`config.mk`:
```
export PLATFORM = sky130hd
export DESIGN_NAME = sma_inverse
export DESIGN_NICKNAME = d
export VERILOG_FILES = /design/src/rtl/sma_inverse.sv
export SDC_FILE = /design/constraint.sdc
export NUM_CORES = 1
export LEC_CHECK = 0
export CAP_MARGIN = 40
export CORE_MARGIN = 8
export CORE_UTILIZATION = 45
export CTS_BUF_LIST = sky130_fd_sc_hd__clkbuf_4
export DETAILED_ROUTE_END_ITERATION = 10
export SYNTH_ARGS = -nofsm -noshare
export SYNTH_HDL_FRONTEND = slang
export SYNTH_SLANG_ARGS = --single-unit
export TNS_END_PERCENT = 30
```
`constraint.sdc`:
```
create_clock -name clk -period 5.5 [get_ports clk]
set_clock_uncertainty 0.15 [all_clocks]
set_input_delay 1.1 -clock clk [delete_from_list [all_inputs] [get_ports clk]]
set_output_delay 1.1 -clock clk [all_outputs]
set_load 0.05 [all_outputs]
```
`src/rtl/sma_inverse.sv`:
```
// Decoder for the TAPS-tap running-sum moving-average encoder: subtracts the
// sum of the last TAPS-1 recovered samples from each encoded sample, modulo 2^WIDTH.
module sma_inverse #(
    parameter int WIDTH = 16,
    parameter int TAPS  = 4
) (
    input  logic                    clk,
    input  logic                    rst,
    input  logic signed [WIDTH-1:0] y_in,
    input  logic                    y_valid,
    input  logic                    sync_clr,
    output logic signed [WIDTH-1:0] x_out,
    output logic                    x_valid,
    output logic                    hist_full,
    output logic [4:0]              fill_cnt
);

    localparam int         HD       = TAPS - 1;
    localparam logic [4:0] FULL_CNT = 5'(TAPS - 1);

    localparam logic [1:0] ST_CLEAR = 2'd0;
    localparam logic [1:0] ST_FILL  = 2'd1;
    localparam logic [1:0] ST_RUN   = 2'd2;

    // A two-tap encoder has a single history slot, so one sample already fills it.
    localparam logic [1:0] ST_FIRST   = (HD == 1) ? ST_RUN : ST_FILL;
    localparam logic       FIRST_FULL = (HD == 1) ? 1'b1 : 1'b0;

    function automatic logic signed [WIDTH-1:0] wrap_add(
        input logic signed [WIDTH-1:0] a,
        input logic signed [WIDTH-1:0] b
    );
        return a + b;
    endfunction

    function automatic logic signed [WIDTH-1:0] wrap_sub(
        input logic signed [WIDTH-1:0] a,
        input logic signed [WIDTH-1:0] b
    );
        return a - b;
    endfunction

    logic signed [WIDTH-1:0] hist [HD];
    logic signed [WIDTH-1:0] acc;
    logic signed [WIDTH-1:0] rec;
    logic [1:0]              state;
    logic [4:0]              next_cnt;

    always_comb begin
        acc = '0;
        for (int k = 0; k < HD; k++) begin
            acc = wrap_add(acc, hist[k]);
        end
        rec = wrap_sub(y_in, acc);
    end

    always_comb begin
        next_cnt = fill_cnt;
        if (fill_cnt < FULL_CNT) begin
            next_cnt = fill_cnt + 5'd1;
        end
    end

    // Register stage: recovered sample, history shift and fill tracking.
    always_ff @(posedge clk or negedge rst) begin
        if (!rst) begin
            for (int k = 0; k < HD; k++) begin
                hist[k] <= '0;
            end
            x_out     <= '0;
            x_valid   <= 1'b0;
            hist_full <= 1'b0;
            fill_cnt  <= '0;
            state     <= ST_CLEAR;
        end else if (sync_clr) begin
            for (int k = 1; k < HD; k++) begin
                hist[k] <= '0;
            end
            if (y_valid) begin
                hist[0]   <= y_in;
                x_out     <= y_in;
                x_valid   <= 1'b1;
                fill_cnt  <= 5'd1;
                hist_full <= FIRST_FULL;
                state     <= ST_FIRST;
            end else begin
                hist[0]   <= '0;
                x_valid   <= 1'b0;
                fill_cnt  <= '0;
                hist_full <= 1'b0;
                state     <= ST_CLEAR;
            end
        end else if (y_valid) begin
            hist[0] <= rec;
            for (int k = 1; k < HD; k++) begin
                hist[k] <= hist[k-1];
            end
            x_out     <= rec;
            x_valid   <= 1'b1;
            fill_cnt  <= next_cnt;
            hist_full <= (next_cnt == FULL_CNT);
            case (state)
                ST_CLEAR: state <= ST_FIRST;
                ST_FILL:  state <= (next_cnt == FULL_CNT) ? ST_RUN : ST_FILL;
                ST_RUN:   state <= ST_RUN;
                default:  state <= ST_CLEAR;
            endcase
        end else begin
            x_valid <= 1'b0;
        end
    end

endmodule

```
==> impl_results.md, run 1 <==
- Drt initial violations: roughly 220
- Hold Vio Cnt, Final: 0
- Drt pass-1 iters: 4
- Max-slew headroom: 0.4789
- Post-Syn Instances: just over 500
- Nets: a little over 600
- Post-DP HPWL: around 7.2 mm
- Yosys cell types: 47
- Cells after DPL: 673
- Worst min path class: reg -> reg
- Clock buffer depth: 2
- Count of input and output buffers: 42
- Share of post-route cells with drive strength above 1: 0.05616
- Fin cells: 688
- Post-route antenna net violation count: 0
- Post-synth top flop: dfrtp_1
- Synth top area cells: dfrtp_1 (37%), fa_1 (13%), inv_1 (8.7%)
- Initial core utilization: 0.4619
- CTS H-tree lvls: 3
- Die height: 118.9 um
- Sequential-to-total area share from yosys stat: 0.3726
- Wire per inst: around 14 um
- Vias in the first global route: around 3.6k
- Post-Syn Area: about 4800 um2
- Peak VDD IR: 227.2 uV
- Clock slew at reported path FFs: about 110 ps
- Worst setup EP type: flop
- FILL cells: 950
- Global router's overall resource usage: 0.1504
- Post-Syn Nets: about 580
- # diodes: 0
- Most common cell in the netlist: inv_1
- First-pass GRT wire length: approximately 17 mm
- Final worst slack: ~1600 ps
- Critical path arrival: roughly 4000 ps
- CTS tree: done
- Fin crit period: a little under 4000 ps
- Ranking of synthesized cells by instance count: inv_1 (111), dfrtp_1 (71), nor2_1 (53), mux2i_1 (41), nand2_1 (34)
- CTS Buf Count: 9
- Worst skew pair latency: between 400 and 500 ps
- Setup CP Type: in -> reg
- CP cell instances: clkdlybuf4s50_1, inv_1, fa_1, fa_1, fa_1, nand2b_1, a21oi_2, or3_1, a221oi_2, xnor2_1, a221o_1
- Core Area: 10320 um2
- Avg Cell Area, Syn: between 9 and 10 um2
- DRC viols: 0
- Status: finished clean
- Post-CTS setup buffers: 0
- Fin crit share: 0.7092
- Die area: 14150 um2
- Slowest CP cell: clkdlybuf4s50_1
- Post-Route Setup TNS: 0 ps
- Area growth from synthesis to layout: 12.54%
- #FFs+latches synth: 71
- Cts repair resizes: 0
- P_leak: between 2 and 3 nW
- Pwr dens: between 500 and 600 nW/um2
- Initial antenna violation count: 0
- GPL Wtd Cong: between 0.8 and 0.9
- Row count: 37
- Final Max Slew Viols: 0
- Worst-margin pin slew: around 780 ps
- CTS Root Cell: clkbuf_4
- Top cell type's share of synthesized area: 0.3726
- Largest net degree at the start of global routing: 48
- Congestion Overflow GR: 0
- CP dominant cell by count: fa_1
- WP data required: 5680 ps
- Max incr delay on CP: slightly above 500 ps
- Ys async rst share: 1.000
- Buf/Inv on CP: 2
- Synth area leader: dfrtp_1
- WL final: between 9 and 10 mm
- Crit path launch type: primary input
- Pre-CTS WS: between 1000 and 1500 ps
- Unrepaired setup endpoints after global routing: false
- # IOs: between 40 and 50
- Top Family by Delay on Critical Path: adder cells
- Fmax: between 200 and 300 MHz
- Hold Buf Count CTS: 0
- Post-synth EDFFs: 0
- # Max-Cap Violations: 0
- Syn. warnings: 0
- CP max FO: 4
- Vias post-DR: 3448
- Die X: between 100 and 150 um
- Drt via density: between 5 and 6
- Setup violators final: 0
- CTS Sinks: between 70 and 80
where the power goes:
group	switching, mW	internal (mW)	total, mW
Clock	0.190	0.0917	0.282
Combinational	1.22	0.826	2.05
Sequential	0.0953	0.655	0.750
layer usage:
metal	part of all wire	routed length, um	up-vias	GRT usage
met2	0.46	4552	43	0.2377
met1	0.48	4770	1699	0.1957
li1	-	-	1694	-
met5	0	0	-	0
met3	0.037	369	12	0.02976
met4	0.018	182	0	0.06877
cell families (layout without fill, tap and decap cells):
family	Yosys count	in the layout	synth area share
buf+inv	131	172	0.1134
simple gates	124	124	0.1149
compound gates	79	79	0.1089
flops	71	71	0.3726
fa+ha+maj	47	47	0.1706
mux	42	42	0.08843
xor+xnor	17	17	0.03122
layout by cell type, fill, tap and decap left out, drive strengths merged, types with 2 or more instances in the layout:
cell,count
fa,30
nand4,2
o21ai,22
xnor2,11
dfrtp,71
a22oi,6
nor2,54
clkbuf,10
a21o,2
xor2,6
o21a,4
a221o,4
mux2i,41
o31ai,3
and2,4
nand2,34
a31oi,3
nand2b,5
inv,111
clkdlybuf4s50,39
o211ai,4
clkinv,4
ha,17
nor2b,4
and3,4
buf,7
nor3,3
nand3,10
a221oi,2
a21oi,23
state kept, by name (all words and copies together) (netlist names):
register and count:
x_valid 1, x_out 16, hist_full 1, hist 48, fill_cnt 5
worst paths after layout:
check                                startpoint                    end  slack, ps  cells after the start
hold reg to reg            x_out[0]$_DFFE_PN0P_   x_out[0]$_DFFE_PN0P_        370                      1
setup reg to reg            hist[4]$_DFFE_PN0P_  x_out[13]$_DFFE_PN0P_       1960                     12
hold / removal             x_out[0]$_DFFE_PN0P_   x_out[0]$_DFFE_PN0P_        370                      1
setup / recovery                        y_in[1]  x_out[12]$_DFFE_PN0P_       1600                     11
max in group asynchronous                   rst   hist[46]$_DFFE_PN0P_       4180                      2
min in group asynchronous                   rst   x_out[9]$_DFFE_PN0P_        460                      1
per-stage QoR:
stage	utilization	hold WS [ps]	cell area (um2)	power, mW
finish	0.5198	369.9	5366	3.080
global route	0.5198	402.9	5366	3.387
CTS	0.5198	376.1	5366	3.103
global placement	0.5081	343.0	5245	2.783
floorplan	-	317.6	4768	2.341
detailed placement	0.5100	345.9	5265	2.806
area by class of cell:
cell class / count / area (um2) / share of cell area
Clock buffer: 10 / 75.07 / 0.01399
Clock inverter: 5 / 26.28 / 0.004896
Inverter: 111 / 416.7 / 0.07764
Multi-Input combinational cell: 309 / 2451 / 0.4567
Sequential cell: 71 / 1777 / 0.3311
Tap cell: 136 / 170.2 / 0.03171
Timing Repair Buffer: 46 / 450.4 / 0.08394
Power figures use the tool's default switching activity.
==> run 2: changes to the inputs <==
==> constraint.sdc (replaced) <==
create_clock -name clk -period 3.9 [get_ports clk]
set_clock_uncertainty 0.15 [all_clocks]
set_input_delay 0.78 -clock clk [delete_from_list [all_inputs] [get_ports clk]]
set_output_delay 0.78 -clock clk [all_outputs]
set_load 0.05 [all_outputs]
==> run 2 against run 1 <==
Net effect:
- die area did not move
- routed wire length decreased by 0.39%
- sequential cell count is the same
- hold slack lost 220 ps
- critical endpoint is now hist[43]$_DFFE_PN0P_
- largest power group unchanged
==> impl_results.md, run 2 (synthesis results as in run 1) <==
- # Max-Cap Violations: 0 (unchanged)
- Buf/Inv on CP: 4 (+2)
- Metal-1 WL: 4.538 mm (-4.9%)
- Wire per inst: 13.93 um (-2.9%)
- CTS tree: done
- Die height: 118.9 um (unchanged)
- Row count: 37 (unchanged)
- WL final: 9.836 mm (-0.39%)
- Met3 wire len: 550 um (+49%)
- Pwr dens: 831.3 nW/um2 (+45%)
- Congestion Overflow GR: 0 (unchanged)
- Share of post-route cells with drive strength above 1: 0.08246 (+0.02630)
- CTS H-tree lvls: 3 (unchanged)
- Total power: 4.588 mW (+49%)
- Biggest regs: hist x48, x_out x16, fill_cnt x5
- Peak VDD IR: 338.9 uV (+49%)
- Clock slew at reported path FFs: 110 ps (about the same)
- Area after DPL: 5393 um2 (+2.4%)
- # IOs: 43 (unchanged)
- Fin crit period: 3546 ps
- CP cell instances: inv_1, fa_1, inv_1, fa_1, inv_1, ha_1, and2_2, a221oi_2, a21oi_1, o21a_1, a211oi_1, buf_4, nand3_1
- Multi-input logic area: 2451 um2 (unchanged)
- Max incr delay on CP: 530 ps (+20 ps)
- Fin cells: 706 (+2.6%)
- DR top layer: met4
- Design area: 5519 um2 (+2.8%)
- CTS Root Cell: clkbuf_4
- Metal2 WL: 4.615 mm (+1.4%)
- Largest net degree at the start of global routing: 48 (unchanged)
- Status: finished clean
- Post-CTS setup buffers: 0 (unchanged)
- CP dominant cell by count: inv_1
- Hold Vio Cnt, Final: 0 (unchanged)
- Fin crit share: 0.9091
- Nets: 632 (+2.8%)
- Initial core utilization: 0.4619 (unchanged)
- Hold Buf Count CTS: 0 (unchanged)
- Max-slew headroom: 0.4555 (-0.02347)
- Drt via density: 4.946 (-1.3%)
- WP data required: 4070 ps (-1610 ps)
- FILL cells: 965 (+1.6%)
- Core Area: 10320 um2 (unchanged)
- Worst min path class: in -> async
- Most common cell after layout, fill and taps aside: inv_1
- Setup violators final: 0 (unchanged)
- Flip-flop and latch area: 1777 um2 (unchanged)
- Max FFs per register: 48 (unchanged)
- Most frequent cells in the layout: inv_1 (111), dfrtp_1 (71), nor2_1 (53)
- DRC viols: 0 (unchanged)
- Vias post-DR: 3492 (+1.3%)
- Worst-margin pin slew: 816.8 ps (+35.20 ps)
- Post-DP HPWL: 7.292 mm (+0.68%)
- First-pass GRT wire length: 16.99 mm (-2.4%)
- GPL Wtd Cong: 0.8876 (+2.6%)
- Global router's overall resource usage: 0.1460 (-0.004365)
- Die area: 14150 um2 (unchanged)
- Die X: 118.9 um (unchanged)
- P_leak: 2.758 nW (+3.6%)
- Drt initial violations: 210 (-3.7%)
- Clock buffer depth: 2 (unchanged)
- Count of input and output buffers: 42 (unchanged)
- # diodes: 0 (unchanged)
- Post-route antenna net violation count: 0 (unchanged)
- Initial antenna violation count: 0 (unchanged)
- Final Max Slew Viols: 0 (unchanged)
- Cts repair resizes: 0 (unchanged)
- CP max FO: 4 (unchanged)
- Crit path launch type: flop
- Cells after DPL: 690 (+2.5%)
- Worst skew pair latency: 420 ps (-30 ps)
- Fmax: ~280 MHz
- CTS Buf Count: 9 (unchanged)
- Unrepaired setup endpoints after global routing: false
- CTS Sinks: 71 (unchanged)
- Top Family by Delay on Critical Path: adder cells
- Reg with most FFs: hist
- Area growth from synthesis to layout: 15.74%
- Critical path arrival: 3710 ps (-370 ps)
- Slowest CP cell: fa_1
- Vias in the first global route: 3606 (+0.47%)
- Setup CP Type: reg -> reg
- Drt pass-1 iters: 4 (unchanged)
- Worst setup EP type: flop
[run 2: changes by cell type in the layout (fill, tap and decap cells not counted)]
cell / previous run / this run
buf_4: 4 / 21
bufinv_16: 0 / 1
clkinv_1: 1 / 3
clkinv_2: 3 / 2
clkinvlp_4: 1 / 0
[run 2: area by class of cell]
class | instances | share of cell area
Timing Repair Buffer | 63 | 0.1047
Clock buffer | 10 | 0.01360
Tap cell | 136 | 0.03083
Inverter | 111 | 0.07549
Sequential cell | 71 | 0.3219
Clock inverter | 6 | 0.009295
Multi-Input combinational cell | 309 | 0.4441
[run 2: power by group]
part	switching (mW)	internal (mW)	total [mW]
Clock	0.258	0.195	0.452
Sequential	0.132	0.924	1.06
Combinational	1.75	1.33	3.08
Total	2.14	2.45	4.59
[run 2: final timing paths]
check	from	to	slack (ps)	cells past startpoint
worst min-delay path	rst	hist[3]$_DFFE_PN0P_	150	1
min in group clk	x_out[8]$_DFFE_PN0P_	x_out[8]$_DFFE_PN0P_	360	2
worst min register to register	x_out[8]$_DFFE_PN0P_	x_out[8]$_DFFE_PN0P_	360	2
worst max register to register	hist[3]$_DFFE_PN0P_	hist[43]$_DFFE_PN0P_	350	13
worst max-delay path	hist[3]$_DFFE_PN0P_	hist[43]$_DFFE_PN0P_	350	13
max in group asynchronous	rst	hist[0]$_DFFE_PN0P_	2900	2
[run 2: worst register-to-register path: stages, from the launching register on]
cell and delay [ps]:
dfrtp_1 370, inv_1 70, fa_1 530, inv_1 60, fa_1 500, inv_1 40
ha_1 350, and2_2 230, a221oi_2 260, a21oi_1 180, o21a_1 220, a211oi_1 250
buf_4 170, nand3_1 60
[run 2: metal layers]
layer  track usage  up-vias
li1              -     1730
met1        0.1890     1692
met2        0.2335       60
met3       0.03637       10
met4       0.05138        0
met5             0        -
[run 2: stage by stage]
| step | setup TNS (ps) | hold slack [ps] | worst slack (ps) | util |
|---|---|---|---|---|
| after floorplan | 0 | 317.6 | 541.4 | - |
| after global placement | -121.3 | 337.9 | -33.17 | 0.5204 |
| after detailed placement | -161.4 | 339.0 | -38.21 | 0.5224 |
| after CTS | 0 | 140.6 | 335.9 | 0.5346 |
| after global routing | 0 | 161.5 | 96.97 | 0.5346 |
| final | 0 | 145.9 | 354.5 | 0.5346 |
==> run 3: changes to the inputs <==
--- a/config.mk
+++ b/config.mk
@@ -5,7 +5,6 @@
 export SDC_FILE = /design/constraint.sdc
 export NUM_CORES = 1
 export LEC_CHECK = 0
-export CAP_MARGIN = 40
 export CORE_MARGIN = 8
 export CORE_UTILIZATION = 45
 export CTS_BUF_LIST = sky130_fd_sc_hd__clkbuf_4
==> run 3 against run 2 <==
Net effect:
- non-clock buffer count is 1 lower
- sequential power hardly changed
- first-iteration DRC count is 20% lower
- largest cell class unchanged
==> impl_results.md, run 3 (synthesis results as in run 1) <==
- Max-slew headroom: 0.3917 (-0.06377)
- Initial antenna violation count: 0 (unchanged)
- Post-CTS setup buffers: 0 (unchanged)
- Die area: 14150 um2 (unchanged)
- Initial core utilization: 0.4619 (unchanged)
- Worst skew pair latency: 430 ps (about the same)
- Hold Vio Cnt, Final: 0 (unchanged)
- CTS Sinks: 71 (unchanged)
- Biggest regs: hist x48, x_out x16, fill_cnt x5
- Reg2reg setup slack: 350 ps (about the same)
- CTS H-tree lvls: 3 (unchanged)
- Pre-CTS WS: -53.53 ps (-15.32 ps)
- Cells after DPL: 689 (-0.14%)
- WL final: 9.717 mm (-1.2%)
- Congestion Overflow GR: 0 (unchanged)
- Reg with most FFs: hist
- Fin crit period: 3546 ps (+0.8690 ps)
- Die X: 118.9 um (unchanged)
- Crit path launch type: flop
- Drt initial violations: 169 (-20%)
- Critical path arrival: 3700 ps (about the same)
- FF-to-FF End: x_out[10]$_DFFE_PN0P_
- Share of post-route cells with drive strength above 1: 0.08084 (-0.001613)
- WP data required: 4050 ps (-20 ps)
- CTS Buf Count: 9 (unchanged)
- Fin cells: 705 (-0.14%)
- Clock slew at reported path FFs: 110 ps (about the same)
- Most frequent cells in the layout: inv_1 (111), dfrtp_1 (71), nor2_1 (53)
- Setup CP Type: reg -> reg
- Count of input and output buffers: 42 (unchanged)
- Worst setup EP type: flop
- P_leak: 2.749 nW (-0.34%)
- First-pass GRT wire length: 16.84 mm (-0.89%)
- Area after DPL: 5373 um2 (-0.37%)
- Global router's overall resource usage: 0.1462 (+0.0001723)
- Unrepaired setup endpoints after global routing: false
- Cts repair resizes: 0 (unchanged)
- Worst R2R Path Depth: 13 (unchanged)
- # diodes: 0 (unchanged)
- Final worst slack: 353.6 ps (-0.8690 ps)
- Drt via density: 4.955 (+0.17%)
- Area growth from synthesis to layout: 15.32%
- Hold Buf Count CTS: 0 (unchanged)
- Final Max Slew Viols: 0 (unchanged)
- Pwr dens: 833.9 nW/um2 (+0.32%)
- Max FFs per register: 48 (unchanged)
- Drt pass-1 iters: 4 (unchanged)
- Post-Route Setup TNS: 0 ps (unchanged)
- Setup violators final: 0 (unchanged)
- Wire per inst: 13.78 um (-1.1%)
- CP max FO: 4 (unchanged)
- CTS tree: done
- Post-route antenna net violation count: 0 (unchanged)
- Status: finished clean
- Final Util: 0.5327 (-0.001939)
- Peak VDD IR: 347.0 uV (+2.4%)
- Post-DP HPWL: 7.074 mm (-3.0%)
- DRC viols: 0 (unchanged)
- Worst-margin pin slew: 912.5 ps (+95.66 ps)
- Nets: 631 (-0.16%)
- Vias post-DR: 3493 (+0.029%)
- Fmax: 282.0 MHz (about the same)
- # Max-Cap Violations: 0 (unchanged)
- Vias in the first global route: 3546 (-1.7%)
- Clock buffer depth: 2 (unchanged)
- Most common cell after layout, fill and taps aside: inv_1
- Row count: 37 (unchanged)
- Fin crit share: 0.9093 (about the same)
- GPL Wtd Cong: 0.8876 (unchanged)
- CTS Root Cell: clkbuf_4
- # IOs: 43 (unchanged)
- Core Area: 10320 um2 (unchanged)
- FILL cells: 989 (+2.5%)
- Design area: 5499 um2 (-0.36%)
- Worst min path class: in -> async
- Largest net degree at the start of global routing: 72 (+50%)
- FF-to-FF Start: hist[3]$_DFFE_PN0P_
- Die height: 118.9 um (unchanged)
run 3: power breakdown:
group | leakage [nW] | internal, mW | switching (mW)
Clock | 0.0727 | 0.194 | 0.256
Combinational | 1.75 | 1.33 | 1.75
Sequential | 0.924 | 0.924 | 0.131
Total | 2.75 | 2.45 | 2.14
run 3: layout make-up:
| cell class | count | area, um2 | share of cell area |
|---|---|---|---|
| multi-input cells | 309 | 2451 | 0.4457 |
| flip-flops and latches | 71 | 1777 | 0.3231 |
| repair buffers | 62 | 558.0 | 0.1015 |
| inverters | 111 | 416.7 | 0.07577 |
| well taps | 136 | 170.2 | 0.03094 |
| clock buffers | 10 | 75.07 | 0.01365 |
| clock inverters | 6 | 51.30 | 0.009329 |
run 3: metrics by stage:
step | hold slack, ps | power, mW
finish | 316.6 | 4.586
global route | 380.7 | 5.031
CTS | 342.4 | 4.635
detailed placement | 330.5 | 4.146
global placement | 337.9 | 4.122
floorplan | 317.6 | 3.301
run 3: how the worst max path moves through the flow:
stage	startpoint	endpoint	slack (ps)	cells past startpoint
floorplan	y_in[1]	hist[44]$_DFFE_PN0P_	540	10
global placement	y_in[1]	x_out[12]$_DFFE_PN0P_	-30	11
detailed placement	y_in[1]	x_out[12]$_DFFE_PN0P_	-50	11
CTS	hist[3]$_DFFE_PN0P_	x_out[10]$_DFFE_PN0P_	360	13
global route	hist[3]$_DFFE_PN0P_	hist[45]$_DFFE_PN0P_	130	12
finish	hist[3]$_DFFE_PN0P_	x_out[10]$_DFFE_PN0P_	350	13
run 3: layer usage:
| metal | vias up | global-route usage | part of all wire |
|---|---|---|---|
| met5 | - | 0 | 0 |
| met4 | 0 | 0.06245 | 0.018 |
| met3 | 12 | 0.03637 | 0.043 |
| met2 | 48 | 0.2317 | 0.46 |
| met1 | 1700 | 0.1868 | 0.48 |
| li1 | 1733 | - | - |
run 3: worst max-delay path: stages, from the launching register on:
cell      delay, ps
dfrtp_1         360
inv_1            60
fa_1            540
inv_1            60
fa_1            500
inv_1            40
ha_1            350
o211ai_2        200
a21oi_2          60
buf_4           140
o41a_2          440
a31oi_1         210
xor2_1          200
o21ai_0         100
==> edit 1, RTL diff (flow settings as in run 3) <==
Register the output `fill_cnt` once more, cleared by the reset; this adds one clock of latency there. The other outputs are not delayed to match.
--- a/src/rtl/sma_inverse.sv
+++ b/src/rtl/sma_inverse.sv
@@ -25,6 +25,8 @@
     // A two-tap encoder has a single history slot, so one sample already fills it.
     localparam logic [1:0] ST_FIRST   = (HD == 1) ? ST_RUN : ST_FILL;
     localparam logic       FIRST_FULL = (HD == 1) ? 1'b1 : 1'b0;
+
+    logic [4:0] fill_cnt_s0;
 
     function automatic logic signed [WIDTH-1:0] wrap_add(
         input logic signed [WIDTH-1:0] a,
@@ -55,9 +57,9 @@
     end
 
     always_comb begin
-        next_cnt = fill_cnt;
-        if (fill_cnt < FULL_CNT) begin
-            next_cnt = fill_cnt + 5'd1;
+        next_cnt = fill_cnt_s0;
+        if (fill_cnt_s0 < FULL_CNT) begin
+            next_cnt = fill_cnt_s0 + 5'd1;
         end
     end
 
@@ -70,7 +72,7 @@
             x_out     <= '0;
             x_valid   <= 1'b0;
             hist_full <= 1'b0;
-            fill_cnt  <= '0;
+            fill_cnt_s0 <= '0;
             state     <= ST_CLEAR;
         end else if (sync_clr) begin
             for (int k = 1; k < HD; k++) begin
@@ -80,13 +82,13 @@
                 hist[0]   <= y_in;
                 x_out     <= y_in;
                 x_valid   <= 1'b1;
-                fill_cnt  <= 5'd1;
+                fill_cnt_s0 <= 5'd1;
                 hist_full <= FIRST_FULL;
                 state     <= ST_FIRST;
             end else begin
                 hist[0]   <= '0;
                 x_valid   <= 1'b0;
-                fill_cnt  <= '0;
+                fill_cnt_s0 <= '0;
                 hist_full <= 1'b0;
                 state     <= ST_CLEAR;
             end
@@ -97,7 +99,7 @@
             end
             x_out     <= rec;
             x_valid   <= 1'b1;
-            fill_cnt  <= next_cnt;
+            fill_cnt_s0 <= next_cnt;
             hist_full <= (next_cnt == FULL_CNT);
             case (state)
                 ST_CLEAR: state <= ST_FIRST;
@@ -110,5 +112,13 @@
         end
     end
 
+    always_ff @(posedge clk or negedge rst) begin
+        if (!rst) begin
+            fill_cnt <= '0;
+        end else begin
+            fill_cnt <= fill_cnt_s0;
+        end
+    end
+
 endmodule
 
Function: changed (Yosys sat finds a counterexample within 4 cycles, from zero or initial values and one cycle with rst low).
==> edit 1 against run 3 <==
- cell area increased by 2.2%
- first-iteration DRC count is 44% higher
- clock power down 4%
- routed wire length up 1.9%
- total power fell by 0.20%
- sequential cell count grew 5
- worst setup slack lost 0.084 ns
- area after synthesis increased by 2.8%
==> edit 1: results (changes against run 3) <==
- CTS clock-pin slew for the worst setup and hold paths: 0.13 ns (+0.02 ns)
- CP Max Fanout: 3 (-1)
- Share of cells above drive strength 1: 6.667% (-1.4 points)
- Seq/Total Area, Yosys: 38.79% (+1.5 points)
- First-pass GRT wire length: 17250 um (+2.4%)
- Reg-to-reg critical path startpoint: hist[7]
- Max FFs per register: 48 (unchanged)
- Drt total wl: 9904 um (+1.9%)
- Largest cells by area after synthesis: dfrtp_1 (39%), fa_1 (12%), mux2i_1 (9.0%), inv_1 (8.7%), ha_1 (4.3%)
- Area Overhead vs Synth: 14.60%
- Synth cell types: 48 (+2.1%)
- NonClk Buf Share: 8.862% (-1.3 points)
- Post-Place Worst Slack: -0.1959 ns (-0.1424 ns)
- Multi-input gates: 311 (+0.65%)
- Multi-input combinational area share: 44.49% (-0.084 points)
- Signal inverters: 113 (+1.8%)
- # hold bufs at CTS: 0 (unchanged)
- Crit-path leading delay family: adder cells
- Worst reg-to-reg setup slack: 0.46 ns (+0.11 ns)
- Post-synth top cells: inv_1 (113), dfrtp_1 (76), nor2_1 (56)
- CP peak stage delay: 0.51 ns (-0.03 ns)
- Worst hold path class: flip-flop to flip-flop
- Worst EP arrival: 3.79 ns (+0.09 ns)
- Fmax: 275.4 MHz (-2.3%)
- Initial drt markers: 243 (+44%)
- Vias per cell: 5.006 (+1.0%)
- Global Route Usage Sum: 14.63% (about the same)
- Worst skew pair latency: 0.44 ns
- RR Endpoint: x_out[12]
- Slew @ Worst Pin: 0.9602 ns (+0.04777 ns)
- Peak supply drop: 0.0003264 V (-5.9%)
- Multi-input combinational cell area: 2500 sq um (+2.0%)
- Leakage: 2.783 nW (+1.2%)
- Root Buffer: clkbuf_4
- Synth top area share: 38.79% (+1.5 points)
- Dpl hpwl: 7375 um (+4.2%)
- Repair and plain buffers: 54 (-13%)
- Worst Reg-to-Reg Cells: 12 (-1)
- Regs by FF count: hist x48, x_out x16
- Syn_nets: 586 (+1.4%)
- Status: complete, no violations
- Worst setup path endpoint: x_out[10]
- NumNets Final: 632 (+0.16%)
- Gpl congestion: 0.8066 (-9.1%)
- Seq. cell area: 1902 sq um (+7.0%)
- Clock network area share: 2.138% (-0.16 points)
- Seq Cell Count: 76 (+7.0%)
- Largest net degree at the start of global routing: 77 (+6.9%)
- Post-DP Area: 5499 sq um (+2.4%)
- Worst Setup SP: y_in[1]
- Vias in the first global route: 3649 (+2.9%)
- CP max stage cell: clkdlybuf4s50_1
- Fill count: 1030 (+4.1%)
- Worst hold slack: 0.2624 ns (-0.05424 ns)
- Setup bufs post-CTS: 0 (unchanged)
[edit 1: stage by stage]
step	util, %	instances	power [mW]
final	52.29	710	4.576
after global routing	52.29	710	4.993
after CTS	52.29	710	4.628
after detailed placement	51.18	694	4.164
after global placement	51.18	694	4.116
after floorplan	-	519	3.376
[edit 1: power breakdown]
part	internal, mW	switching (mW)
Sequential	0.983	0.136
Clock	0.132	0.302
Combinational	1.24	1.79
Total	2.35	2.23
[edit 1: cell families (layout without fill, tap and decap cells)]
family	count (synthesis)	after routing	share of synthesized area, %
AO/OA/AOI/OAI	84	84	11.74
XOR/XNOR	13	13	2.322
adder cells (fa/ha/maj)	47	47	16.59
buffers and inverters	132	183	10.23
flip-flops	76	76	38.79
multiplexers	45	45	9.211
AND/OR/NAND/NOR	122	122	11.13
[edit 1: layer usage]
layer	GRT usage, %	vias up	wire, um	part of all wire, %
li1	-	1746	-	-
met1	18.93	1750	4729	48
met2	23.62	48	4611	47
met3	3.497	10	434	4.4
met4	4.918	0	129	1.3
met5	0	-	0	0
==> edit 2, RTL diff (config.mk and constraints of run 3) <==
Made on the original files. `TAPS`: 4 -> 8.
--- a/src/rtl/sma_inverse.sv
+++ b/src/rtl/sma_inverse.sv
@@ -2,7 +2,7 @@
 // sum of the last TAPS-1 recovered samples from each encoded sample, modulo 2^WIDTH.
 module sma_inverse #(
     parameter int WIDTH = 16,
-    parameter int TAPS  = 4
+    parameter int TAPS  = 8
 ) (
     input  logic                    clk,
     input  logic                    rst,
Check against the original RTL: not equivalent (a bounded check fails within 4 cycles, from zero or initial values and one cycle with rst low).
==> edit 2 against run 3 <==
- the run now ends with setup timing left
- sequential cell count increased by 64
- via count increased by 72%
- area after synthesis increased by 84%
- routed wire length increased by 89%
- first-iteration DRC count increased by 78%
- critical path depth increased by 2
- clock power increased by 85%
- cell area increased by 96%
- total power increased by 72%
- worst setup slack got worse by 0.98 ns
- worst hold slack got worse by 0.17 ns
- critical endpoint is now x_out[12]
- largest cell class unchanged
- highest routed layer unchanged
==> edit 2: results (changes against run 3) <==
- Leakage: 5.172 nW (+88%)
- Vias per cell: 4.677 (-5.6%)
- Syn_nets: 964 (+67%)
- Worst setup margin: -0.6292 ns (-0.9828 ns)
- Share of cells above drive strength 1: 19.69% (+12 points)
- CP Max Fanout: 3 (-1)
- CTS buffer count: 17 (+8)
- NumNets Final: 1130 (+79%)
- Htree depth: 4 (+1)
- Reg-to-reg critical path startpoint: hist[16]
- CTS clock-pin slew for the worst setup and hold paths: 0.13 ns (+0.02 ns)
- Failing checks: setup timing
- Net Sw Frac: 43.41% (-3.2 points)
- Vias in the first global route: 6252 (+76%)
- Worst skew pair latency: 0.57 ns (+0.14 ns)
- Post-Place Worst Slack: -1.293 ns (-1.240 ns)
- Status: finished, violations left
- Worst Reg-to-Reg Cells: 15 (+2)
- Worst Setup SP: hist[16]
- Fill count: 1758 (+78%)
- Power share of the sequential group: 22.3% (-0.7 points)
- Drt total wl: 18350 um (+89%)
- Final Non-Filler Cells: 1282 (+82%)
- Dpl hpwl: 13320 um (+88%)
- Grt met1 use: 24.38% (+5.7 points)
- Post-Syn Instances: 837 (+64%)
- Met3 Track Usage GR: 3.107% (-0.53 points)
- Global Route Usage Sum: 16.50% (+1.9 points)
- Synth cell types: 48 (+2.1%)
- Gpl congestion: 0.8198 (-7.6%)
- Post-synth top cells: inv_1 (167), dfrtp_1 (135), nor2_1 (125)
- Largest cells by area after synthesis: dfrtp_1 (39%), fa_1 (20%), mux2i_1 (12%), inv_1 (7.2%), nor2_1 (5.4%)
- Comb pwr: 5.30 mW (+72%)
- GR Util met2: 24.30% (+1.1 points)
- Peak supply drop: 0.0004012 V (+16%)
- Setup-failing EPs final: 30 (+30)
- Worst EP arrival: 4.80 ns (+1.10 ns)
- Seq/Total Area, Yosys: 38.59% (+1.3 points)
- Placed cell count: 1242 (+80%)
- Regs by FF count: hist x112, x_out x16, fill_cnt x5
- Max FFs per register: 112 (+130%)
- Post-DP Area: 10380 sq um (+93%)
- Largest net degree at the start of global routing: 107 (+49%)
- RR Endpoint: x_out[12]
edit 2: cell type report:
type                       count  area, sq um  share of cell area, %
timing repair buffer         182         1475                  13.71
multi-input combinational    499         4700                  43.68
antenna                        1        2.502                0.02326
clock buffer                  18        135.1                  1.256
tap                          265        331.6                  3.082
inverter                     168        634.4                  5.897
clock inverter                14        101.3                 0.9421
sequential                   135         3378                  31.40
edit 2: worst min-delay path by stage:
stage	endpoint	slack, ns	cells past startpoint
after global placement	x_out[8]	0.35	2
after CTS	hist[16]	0.21	1
after global routing	hist[16]	0.24	1
final	x_out[0]	0.15	1
after floorplan	fill_cnt[0]	0.33	0
after detailed placement	x_out[8]	0.35	2
edit 2: layer usage:
layer	up-vias	share of wire (%)	wire length, um
li1	2970	-	-
met5	-	0	0
met4	0	0.95	174
met2	74	44	8026
met1	2939	52	9492
met3	13	3.6	659
edit 2: repair_timing:
action                                  CTS  global route
hold buffers                              0             0
endpoints found under the setup margin   30            30
resized for setup                        11            12
buffers inserted                          6             3
pin swaps                                22             9
edit 2: cell families (layout without fill, tap and decap cells):
kind of cell	Yosys count	after routing	synth area share, %
compound gates	76	76	5.860
xor+xnor	24	24	2.401
fa+ha+maj	107	107	22.93
buf+inv	203	382	8.833
flops	135	135	38.59
mux	109	109	12.48
other cells	0	1	0
simple gates	183	183	8.905
edit 2: stage by stage:
step	power [mW]	TNS, ns	hold slack [ns]
2_1_floorplan	4.862	-7.685	0.3344
3_3_place_gp	6.621	-29.30	0.3486
3_5_place_dp	6.640	-31.41	0.3518
4_1_cts	7.737	-12.21	0.2070
5_1_grt	8.598	-18.15	0.2435
6_report	7.906	-12.87	0.1466
